`src/rtl/fazyrv_spm_pkg.sv`:
```
// Shared types for the FazyRV data scratchpad: opcodes, access sizes, FSM states, request payload.
package fazyrv_spm_pkg;

    localparam int unsigned REG_WIDTH = 32;

    typedef enum logic [2:0] {
        OP_LD  = 3'd0,
        OP_ST  = 3'd1,
        OP_SLL = 3'd2,
        OP_SRL = 3'd3,
        OP_SRA = 3'd4,
        OP_ROL = 3'd5,
        OP_ROR = 3'd6,
        OP_RSV = 3'd7
    } spm_op_e;

    typedef enum logic [1:0] {
        SZ_B = 2'd0,
        SZ_H = 2'd1,
        SZ_W = 2'd2,
        SZ_X = 2'd3
    } spm_size_e;

    typedef enum logic [2:0] {
        S_IDLE  = 3'd0,
        S_CAPT  = 3'd1,
        S_WAITD = 3'd2,
        S_ROT   = 3'd3,
        S_EMIT  = 3'd4
    } spm_state_e;

    typedef struct packed {
        spm_op_e    op;
        spm_size_e  size;
        logic       sext;
        logic [1:0] adr;
        logic [4:0] shamt;
    } spm_req_t;

    // Absolute register bit position of bit b inside chunk idx.
    function automatic int unsigned bit_pos(input logic [4:0] idx, input int unsigned b,
                                            input int unsigned chunk);
        return 32'(idx) * chunk + b;
    endfunction

endpackage

```
`src/rtl/fazyrv_spm_dx_if.sv`:
```
// Handshake, serial and dmem-side signals of the data scratchpad.
interface fazyrv_spm_dx_if #(
    parameter int unsigned CHUNKSIZE = 2
);
    logic                 start_i;
    logic [2:0]           op_i;
    logic [1:0]           size_i;
    logic                 sext_i;
    logic [1:0]           adr_lsbs_i;
    logic [4:0]           shamt_i;
    logic                 pdin_vld_i;
    logic [31:0]          pdin_i;
    logic [CHUNKSIZE-1:0] ser_i;
    logic [CHUNKSIZE-1:0] ser_o;
    logic                 ser_vld_o;
    logic [31:0]          pdout_o;
    logic                 busy_o;
    logic                 done_o;
    logic                 misalngd_o;

    modport master (
        output start_i, op_i, size_i, sext_i, adr_lsbs_i, shamt_i, pdin_vld_i, pdin_i, ser_i,
        input  ser_o, ser_vld_o, pdout_o, busy_o, done_o, misalngd_o
    );

    modport slave (
        input  start_i, op_i, size_i, sext_i, adr_lsbs_i, shamt_i, pdin_vld_i, pdin_i, ser_i,
        output ser_o, ser_vld_o, pdout_o, busy_o, done_o, misalngd_o
    );
endinterface

```
`src/rtl/fazyrv_spm_mask.sv`:
```
// Per-chunk keep-mask and fill pattern for shift and load-extension results.
module fazyrv_spm_mask
    import fazyrv_spm_pkg::*;
#(
    parameter int unsigned CHUNKSIZE = 2
) (
    input  spm_op_e              op,
    input  spm_size_e            size,
    input  logic                 sext,
    input  logic [4:0]           shamt,
    input  logic                 sign_r,
    input  logic                 ld_msb,
    input  logic [4:0]           idx,
    output logic [CHUNKSIZE-1:0] mask,
    output logic [CHUNKSIZE-1:0] fill
);
    always_comb begin
        mask = '1;
        fill = '0;
        for (int unsigned b = 0; b < CHUNKSIZE; b++) begin
            case (op)
                OP_SLL: mask[b] = bit_pos(idx, b, CHUNKSIZE) >= 32'(shamt);
                OP_SRL: mask[b] = (bit_pos(idx, b, CHUNKSIZE) + 32'(shamt)) < REG_WIDTH;
                OP_SRA: begin
                    mask[b] = (bit_pos(idx, b, CHUNKSIZE) + 32'(shamt)) < REG_WIDTH;
                    fill[b] = sign_r;
                end
                OP_LD: begin
                    case (size)
                        SZ_B:    mask[b] = bit_pos(idx, b, CHUNKSIZE) < 32'd8;
                        SZ_H:    mask[b] = bit_pos(idx, b, CHUNKSIZE) < 32'd16;
                        default: mask[b] = 1'b1;
                    endcase
                    fill[b] = sext & ld_msb;
                end
                default: ;
            endcase
        end
    end
endmodule

```
`src/rtl/fazyrv_spm_dx.sv`:
```
// FazyRV data scratchpad: load extraction, store alignment and serial shifts.
// Define FAZYRV_SPM_ROT_EN to enable ROL/ROR; otherwise ops 5/6 behave like the reserved op.
module fazyrv_spm_dx
    import fazyrv_spm_pkg::*;
#(
    parameter int unsigned CHUNKSIZE = 2,
    parameter              CONF      = "MIN"
) (
    input  logic           clk_i,
    input  logic           rst_i,
    fazyrv_spm_dx_if.slave bus
);
    localparam int unsigned ICYC      = REG_WIDTH / CHUNKSIZE;
    localparam int unsigned LOG2C     = $clog2(CHUNKSIZE);
    localparam bit          MISAL_CHK = (CONF != "MIN");

    spm_state_e           state, state_nxt;
    spm_req_t             req_in, req_r;
    logic [REG_WIDTH-1:0] reg_r, reg_nxt;
    logic                 sign_r;
    logic [5:0]           cnt;
    logic [4:0]           rc_r, rb_r, k, idx;
    logic [5:0]           rot_len;
    logic                 misal, rsv, capt_last, emit_last, rot_last, ld_msb;
    logic                 done_d, misal_d, vld_d;
    logic                 done_q, misal_q, vld_q;
    logic [CHUNKSIZE-1:0] ser_d, ser_q, chunk_raw, chunk_mask, chunk_fill;

    always_comb begin
        req_in.op    = spm_op_e'(bus.op_i);
        req_in.size  = spm_size_e'(bus.size_i);
        req_in.sext  = bus.sext_i;
        req_in.adr   = bus.adr_lsbs_i;
        req_in.shamt = bus.shamt_i;
`ifndef FAZYRV_SPM_ROT_EN
        if (req_in.op == OP_ROL || req_in.op == OP_ROR) req_in.op = OP_RSV;
`endif
    end

    assign misal = MISAL_CHK && (req_in.op == OP_LD || req_in.op == OP_ST) &&
                   ((req_in.size == SZ_W && req_in.adr != 2'd0) ||
                    (req_in.size == SZ_H && req_in.adr[0]));
    assign rsv   = (req_in.op == OP_RSV);

    // Right-rotate distance that brings the wanted bits into position.
    always_comb begin
        k = 5'd0;
        case (req_r.op)
            OP_LD:          k = {req_r.adr, 3'b000};
            OP_ST:          k = 5'd0 - {req_r.adr, 3'b000};
            OP_SLL:         k = 5'd0 - req_r.shamt;
            OP_SRL, OP_SRA: k = req_r.shamt;
`ifdef FAZYRV_SPM_ROT_EN
            OP_ROL:         k = 5'd0 - req_r.shamt;
            OP_ROR:         k = req_r.shamt;
`endif
            default:        k = 5'd0;
        endcase
    end

    assign rot_len   = 6'(k >> LOG2C) + 6'(k & 5'(CHUNKSIZE - 1));
    assign capt_last = (cnt == 6'(ICYC - 1));
    assign emit_last = (cnt == 6'(ICYC));
    assign rot_last  = ((6'(rc_r) + 6'(rb_r)) == 6'd1);

    always_ff @(posedge clk_i) begin
        if (rst_i) state <= S_IDLE;
        else       state <= state_nxt;
    end

    always_comb begin
        state_nxt = state;
        case (state)
            S_IDLE: begin
                if (bus.start_i && !misal && !rsv)
                    state_nxt = (req_in.op == OP_LD) ? S_WAITD : S_CAPT;
            end
            S_CAPT: begin
                if (capt_last) begin
                    if (rot_len != 6'd0)      state_nxt = S_ROT;
                    else if (req_r.op == OP_ST) state_nxt = S_IDLE;
                    else                        state_nxt = S_EMIT;
                end
            end
            S_WAITD: if (bus.pdin_vld_i) state_nxt = (rot_len != 6'd0) ? S_ROT : S_EMIT;
            S_ROT:   if (rot_last) state_nxt = (req_r.op == OP_ST) ? S_IDLE : S_EMIT;
            S_EMIT:  if (emit_last) state_nxt = S_IDLE;
            default: state_nxt = S_IDLE;
        endcase
    end

    always_comb begin
        done_d  = 1'b0;
        misal_d = 1'b0;
        case (state)
            S_IDLE: begin
                done_d  = bus.start_i && (misal || rsv);
                misal_d = bus.start_i && misal;
            end
            S_CAPT:  done_d = capt_last && rot_len == 6'd0 && req_r.op == OP_ST;
            S_ROT:   done_d = rot_last && req_r.op == OP_ST;
            S_EMIT:  done_d = emit_last;
            default: ;
        endcase
        vld_d = (state_nxt == S_EMIT);
        ser_d = vld_d ? ((chunk_raw & chunk_mask) | (chunk_fill & ~chunk_mask)) : '0;
    end

    // Register shifting/rotation; EMIT reads chunks out of a static reg_r.
    always_comb begin
        reg_nxt = reg_r;
        case (state)
            S_CAPT:  reg_nxt = {bus.ser_i, reg_r[REG_WIDTH-1:CHUNKSIZE]};
            S_WAITD: if (bus.pdin_vld_i) reg_nxt = bus.pdin_i;
            S_ROT: begin
                if (rc_r != 5'd0) reg_nxt = {reg_r[CHUNKSIZE-1:0], reg_r[REG_WIDTH-1:CHUNKSIZE]};
                else              reg_nxt = {reg_r[0], reg_r[REG_WIDTH-1:1]};
            end
            default: ;
        endcase
    end

    assign idx       = (state == S_EMIT) ? cnt[4:0] : 5'd0;
    assign chunk_raw = CHUNKSIZE'(reg_nxt >> (32'(idx) * CHUNKSIZE));
    assign ld_msb    = (req_r.size == SZ_B) ? reg_nxt[7] : reg_nxt[15];

    fazyrv_spm_mask #(.CHUNKSIZE(CHUNKSIZE)) u_mask (
        .op    (req_r.op),
        .size  (req_r.size),
        .sext  (req_r.sext),
        .shamt (req_r.shamt),
        .sign_r(sign_r),
        .ld_msb(ld_msb),
        .idx   (idx),
        .mask  (chunk_mask),
        .fill  (chunk_fill)
    );

    always_ff @(posedge clk_i) begin
        if (rst_i) begin
            req_r   <= '0;
            reg_r   <= '0;
            sign_r  <= 1'b0;
            cnt     <= '0;
            rc_r    <= '0;
            rb_r    <= '0;
            ser_q   <= '0;
            vld_q   <= 1'b0;
            done_q  <= 1'b0;
            misal_q <= 1'b0;
        end else begin
            reg_r   <= reg_nxt;
            ser_q   <= ser_d;
            vld_q   <= vld_d;
            done_q  <= done_d;
            misal_q <= misal_d;
            if (state == S_IDLE && bus.start_i) begin
                req_r <= req_in;
                cnt   <= '0;
            end
            if (state == S_CAPT) begin
                cnt <= cnt + 6'd1;
                if (capt_last) sign_r <= bus.ser_i[CHUNKSIZE-1];
            end
            if (state_nxt == S_ROT && state != S_ROT) begin
                rc_r <= k >> LOG2C;
                rb_r <= k & 5'(CHUNKSIZE - 1);
            end else if (state == S_ROT) begin
                if (rc_r != 5'd0) rc_r <= rc_r - 5'd1;
                else              rb_r <= rb_r - 5'd1;
            end
            if (state_nxt == S_EMIT) cnt <= (state == S_EMIT) ? cnt + 6'd1 : 6'd1;
        end
    end

    assign bus.ser_o      = ser_q;
    assign bus.ser_vld_o  = vld_q;
    assign bus.pdout_o    = reg_r;
    assign bus.busy_o     = (state != S_IDLE);
    assign bus.done_o     = done_q;
    assign bus.misalngd_o = misal_q;
endmodule

```
`src/flat_wrapper.sv`:
```
// flat-port wrapper written by rule: the top's interface ports become plain ports
module fazyrv_spm_dx_flat import fazyrv_spm_pkg::*;
#(
    parameter int unsigned CHUNKSIZE = 2,
    parameter              CONF      = "   "
)
  (clk_i, rst_i, bus_start_i, bus_op_i, bus_size_i, bus_sext_i, bus_adr_lsbs_i, bus_shamt_i, bus_pdin_vld_i, bus_pdin_i, bus_ser_i, bus_ser_o, bus_ser_vld_o, bus_pdout_o, bus_busy_o, bus_done_o, bus_misalngd_o);
  fazyrv_spm_dx_if #(.CHUNKSIZE(CHUNKSIZE)) bus_i ();
  input  logic clk_i;
  input  logic rst_i;
  input wire logic [$bits(bus_i.start_i)-1:0] bus_start_i;
  input wire logic [$bits(bus_i.op_i)-1:0] bus_op_i;
  input wire logic [$bits(bus_i.size_i)-1:0] bus_size_i;
  input wire logic [$bits(bus_i.sext_i)-1:0] bus_sext_i;
  input wire logic [$bits(bus_i.adr_lsbs_i)-1:0] bus_adr_lsbs_i;
  input wire logic [$bits(bus_i.shamt_i)-1:0] bus_shamt_i;
  input wire logic [$bits(bus_i.pdin_vld_i)-1:0] bus_pdin_vld_i;
  input wire logic [$bits(bus_i.pdin_i)-1:0] bus_pdin_i;
  input wire logic [$bits(bus_i.ser_i)-1:0] bus_ser_i;
  output wire logic [$bits(bus_i.ser_o)-1:0] bus_ser_o;
  output wire logic [$bits(bus_i.ser_vld_o)-1:0] bus_ser_vld_o;
  output wire logic [$bits(bus_i.pdout_o)-1:0] bus_pdout_o;
  output wire logic [$bits(bus_i.busy_o)-1:0] bus_busy_o;
  output wire logic [$bits(bus_i.done_o)-1:0] bus_done_o;
  output wire logic [$bits(bus_i.misalngd_o)-1:0] bus_misalngd_o;
  assign bus_i.start_i = bus_start_i;
  assign bus_i.op_i = bus_op_i;
  assign bus_i.size_i = bus_size_i;
  assign bus_i.sext_i = bus_sext_i;
  assign bus_i.adr_lsbs_i = bus_adr_lsbs_i;
  assign bus_i.shamt_i = bus_shamt_i;
  assign bus_i.pdin_vld_i = bus_pdin_vld_i;
  assign bus_i.pdin_i = bus_pdin_i;
  assign bus_i.ser_i = bus_ser_i;
  assign bus_ser_o = bus_i.ser_o;
  assign bus_ser_vld_o = bus_i.ser_vld_o;
  assign bus_pdout_o = bus_i.pdout_o;
  assign bus_busy_o = bus_i.busy_o;
  assign bus_done_o = bus_i.done_o;
  assign bus_misalngd_o = bus_i.misalngd_o;
  fazyrv_spm_dx #(.CHUNKSIZE(CHUNKSIZE), .CONF(CONF)) u_core (.clk_i(clk_i), .rst_i(rst_i), .bus(bus_i));
endmodule
```
`config.mk`:
```
export PLATFORM = sky130hd
export DESIGN_NAME = fazyrv_spm_dx_flat
export DESIGN_NICKNAME = d
export VERILOG_FILES = /design/src/rtl/fazyrv_spm_pkg.sv /design/src/rtl/fazyrv_spm_dx_if.sv /design/src/rtl/fazyrv_spm_mask.sv /design/src/rtl/fazyrv_spm_dx.sv /design/src/flat_wrapper.sv
export SDC_FILE = /design/constraint.sdc
export NUM_CORES = 1
export LEC_CHECK = 0
export ABC_AREA = 1
export BUFFER_PORTS_ARGS = -buffer_cell sky130_fd_sc_hd__buf_2
export CAP_MARGIN = 20
export CORE_ASPECT_RATIO = 0.9
export CORE_MARGIN = 4
export CORE_UTILIZATION = 38
export CTS_BUF_LIST = sky130_fd_sc_hd__clkbuf_16
export DETAILED_ROUTE_END_ITERATION = 8
export PLACE_DENSITY = 0.57
export SLEW_MARGIN = 20
export SYNTH_ARGS = -nofsm -noshare
export SYNTH_HDL_FRONTEND = slang
export SYNTH_SLANG_ARGS = --single-unit
```
`constraint.sdc`:
```
create_clock -name clk_i -period 3.2 [get_ports clk_i]
set_input_delay 0.32 -clock clk_i [delete_from_list [all_inputs] [get_ports clk_i]]
set_output_delay 0.32 -clock clk_i [all_outputs]
set_load 0.02 [all_outputs]
```
==> flow_metrics.tcl <==
set metrics [dict create \
    status "complete, no violations" \
    die_y_um 121.6 \
    layout_commonest_cell "nand2_1" \
    syn-mean-instance-area_um2 6.015 \
    insertion_delay_ns 0.36 \
    drtPass1Iterations 6 \
    r2r_cells 15 \
    post-route-drc-count 0 \
    ant_nets 0 \
    antenna_violations_before_repair 0 \
    cell_with_the_largest_stage_delay_on_the_worst_path "dfxtp_1" \
    die-width_um 134.2 \
    final_design_area_no_fill_um2 6426 \
    grt_pass1_vias 5840 \
    cts.clk_slew.worst_paths_ns 0.06 \
    hold_path_class "input port to flip-flop" \
    fin_worst_skew_ns 0.01262 \
    vias 6276 \
    rsz_0062_raised_after_global_routing "false" \
    synth_warnings 0 \
    wirelength_mm 19.96 \
    timing.final.hold_violations 0 \
    crit_path_cell_trace "nand2_2, o21ai_1, nor2_1, nor2_1, ha_1, ha_1, nor2_1, nand3_1, nor2_2, nand4_1, nand2_1, inv_1, nand2_1, nand2_1, a21oi_1" \
    largest_delay_share_family_worst_path "simple AND/OR/NAND/NOR gates" \
    post_drt_wl_per_cell_um 16.84 \
    synth_top_cells_by_area "dfxtp_1, nand2_1, nand3_1" \
    final_layout_size_suffix_gt1_share_pct 16.33 \
    regToRegEndpoint "u_core.bus.ser_o[0]$_SDFF_PP0_" \
    path_buf_inv 1 \
    placed_area_um2 6132 \
    synth_area_um2 5444 \
    tritoncts.num_buffers 9 \
    dp.final_hpwl_mm 15.19 \
    fp.dieArea_um2 16310 \
    number_of_antenna_repair_diodes 0 \
    max-vdd-ir-drop_mv 0.3449 \
    groute.usage.overall_pct 25.07 \
    layout.cells.non_filler 1185 \
    finalSetupViolations 0 \
    synth.lib_cells_used.distinct 40 \
    gr-total-overflow 0 \
    cts_tree "built" \
    post-layout-total-power_uw 2776 \
    setup.worst_path.start "u_core.req_r[11]$_SDFFE_PP0P_" \
    area_growth_syn_to_layout_pct 18.04 \
    global_route_wire_length_before_repair_mm 32.09 \
    pin_count_of_the_biggest_net_entering_global_routing 50 \
    clock-root-buffer "clkbuf_16" \
    timing.critical_path.to_type "flip-flop" \
    std_cell_rows 41 \
    place_inst 1169 \
    finalWorstPathRequiredPeriod_ns 2.783 \
    post_synth_inst_count 905 \
    synth_fp_nets 979 \
    critical_path_class "flip-flop to flip-flop" \
    crit_required_ns 3.48 \
    crit_fanout 7 \
    tightest_slew_ns 0.6573 \
    critical_path_destination "u_core.bus.ser_o[0]$_SDFF_PP0_" \
    cts_htree_levels 3 \
    finalSetupTns_ns 0 \
    critical_path.startpoint_type "flip-flop" \
    initial_core_util_pct 38.87 \
    max_clock_freq_mhz 359.3 \
    core_um2 14000 \
    timing.critical_path.slowest_cell_delay_ns 0.47 \
    clock_tree.buffer_depth 2 \
    finalMaxSlewViolations 0 \
    fin_nets 1061 \
    yosysTopAreaCellShare_pct 25.74 \
    post_drt_via_cell_ratio 5.296 \
    final_min_period_over_clock_period_pct 86.98 \
    numClockSinks 70 \
    drv.max_cap_violation_count 0 \
    seq_area_frac_synth_pct 25.74 \
    reg2reg_from "u_core.req_r[11]$_SDFFE_PP0P_" \
    max_slew_margin_pct 56.13 \
    top_level_ports 89 \
    power_density_nw_per_um2 431.9 \
    setup.reg_to_reg.worst_slack_ns 0.42 \
    worst-endpoint-arrival_ns 3.06 \
    path_length_in_cells_of_the_critical_path 15 \
    leakage_uw 0.003083 \
    postSynthRegisterBits 70 \
    final_gp_congestion 0.9675 \
    io_buf_count 88 \
    netlist.top_cell.by_area "dfxtp_1" \
    layout.cells.most_common_list "nand2_1, inv_1, nand3_1" \
    dr.first_iter.drc_count 567 \
]
## routing by layer
metal	GRT usage (%)	vias up	part of all wire, %
met5	0	-	0
met1	37.49	2858	48
met2	35.43	249	41
met3	6.193	25	9.1
li1	-	3144	-
met4	7.316	0	2.0
## logic make-up (layout without fill, tap and decap cells)
kind of cell             count (synthesis)  after routing  synth area share, %
XOR/XNOR                                 8              8                1.287
AND/OR/NAND/NOR                        508            508                41.76
buffers and inverters                  161            248                11.49
flip-flops                              70             70                25.74
AO/OA/AOI/OAI                          135            135                14.30
adder cells (fa/ha/maj)                 23             23                5.424
## metrics by stage
| stage | worst slack, ns | hold slack [ns] | utilization, % |
|---|---|---|---|
| floorplan | 0.8108 | 0.3981 | - |
| global placement | 0.5136 | 0.4590 | 43.79 |
| detailed placement | 0.3701 | 0.4712 | 43.79 |
| CTS | 0.3432 | 0.2229 | 45.86 |
| global route | 0.04010 | 0.2347 | 45.89 |
| finish | 0.4167 | 0.2335 | 45.89 |
## synthesized netlist by cell type (all sizes together)
master and count:
a211oi 12, a21boi 1, a21o 1, a21oi 35
a221oi 5, a31oi 1, buf 15, clkbuf 23
clkinv 3, dfxtp 70, fa 1, ha 22
inv 120, nand2 254, nand3 105, nand3b 2
nand4 45, nor2 93, nor3 5, nor3b 1
nor4 2, o2111ai 1, o211ai 11, o21ai 64
o21bai 1, o22ai 1, o31ai 2, or2 1
xnor2 3, xor2 5
## worst register-to-register path, cell delays in order (launching register included)
cell and delay, ns:
dfxtp_1 0.47, nand2_2 0.12, o21ai_1 0.21, nor2_1 0.08, nor2_1 0.18, ha_1 0.20, ha_1 0.23, nor2_1 0.13
nand3_1 0.10, nor2_2 0.16, nand4_1 0.13, nand2_1 0.10, inv_1 0.08, nand2_1 0.19, nand2_1 0.15, a21oi_1 0.17
## flip-flops by register name, indices dropped and copies added, names as in the netlist, 2 cells and up
signal and cells:
u_core.req_r 13, u_core.state 3, u_core.bus.pdout_o 32, u_core.rb_r 5, u_core.rc_r 5, u_core.bus.ser_o 2, u_core.cnt 6
## power by group
| group | switching, µW | leakage (µW) | internal [µW] | total, µW |
|---|---|---|---|---|
| Clock | 429 | 0.000133 | 596 | 1030 |
| Combinational | 509 | 0.00238 | 243 | 752 |
| Sequential | 73.3 | 0.000570 | 925 | 998 |
| Total | 1010 | 0.00308 | 1760 | 2780 |
## worst min-delay path by stage
stage                                 start                               end  slack (ns)  cells past startpoint
5_1_grt                         bus_op_i[2]  u_core.bus.misalngd_o$_SDFF_PP0_        0.23                      2
3_5_place_dp   u_core.req_r[7]$_SDFFE_PP0P_      u_core.req_r[7]$_SDFFE_PP0P_        0.47                      2
6_report                        bus_op_i[2]  u_core.bus.misalngd_o$_SDFF_PP0_        0.23                      2
4_1_cts                         bus_op_i[2]  u_core.bus.misalngd_o$_SDFF_PP0_        0.22                      2
2_1_floorplan                   bus_op_i[2]  u_core.bus.misalngd_o$_SDFF_PP0_        0.40                      1
3_3_place_gp   u_core.req_r[7]$_SDFFE_PP0P_      u_core.req_r[7]$_SDFFE_PP0P_        0.46                      2
## final cells by class
class,instances,area [µm²]
Multi-Input combinational cell,674,3420
Tap cell,193,241.5
Sequential cell,70,1403
Clock inverter,7,65.06
Fill cell,1572,7579
Clock buffer,9,225.2
Inverter,123,461.7
Timing Repair Buffer,109,610.6
## timing repair
action	in CTS	in global routing
resized for setup	0	3
hold buffers	0	0
buffers inserted	0	0
endpoints found under the setup margin	0	2
No activity file was read; power rests on OpenSTA's default activity.
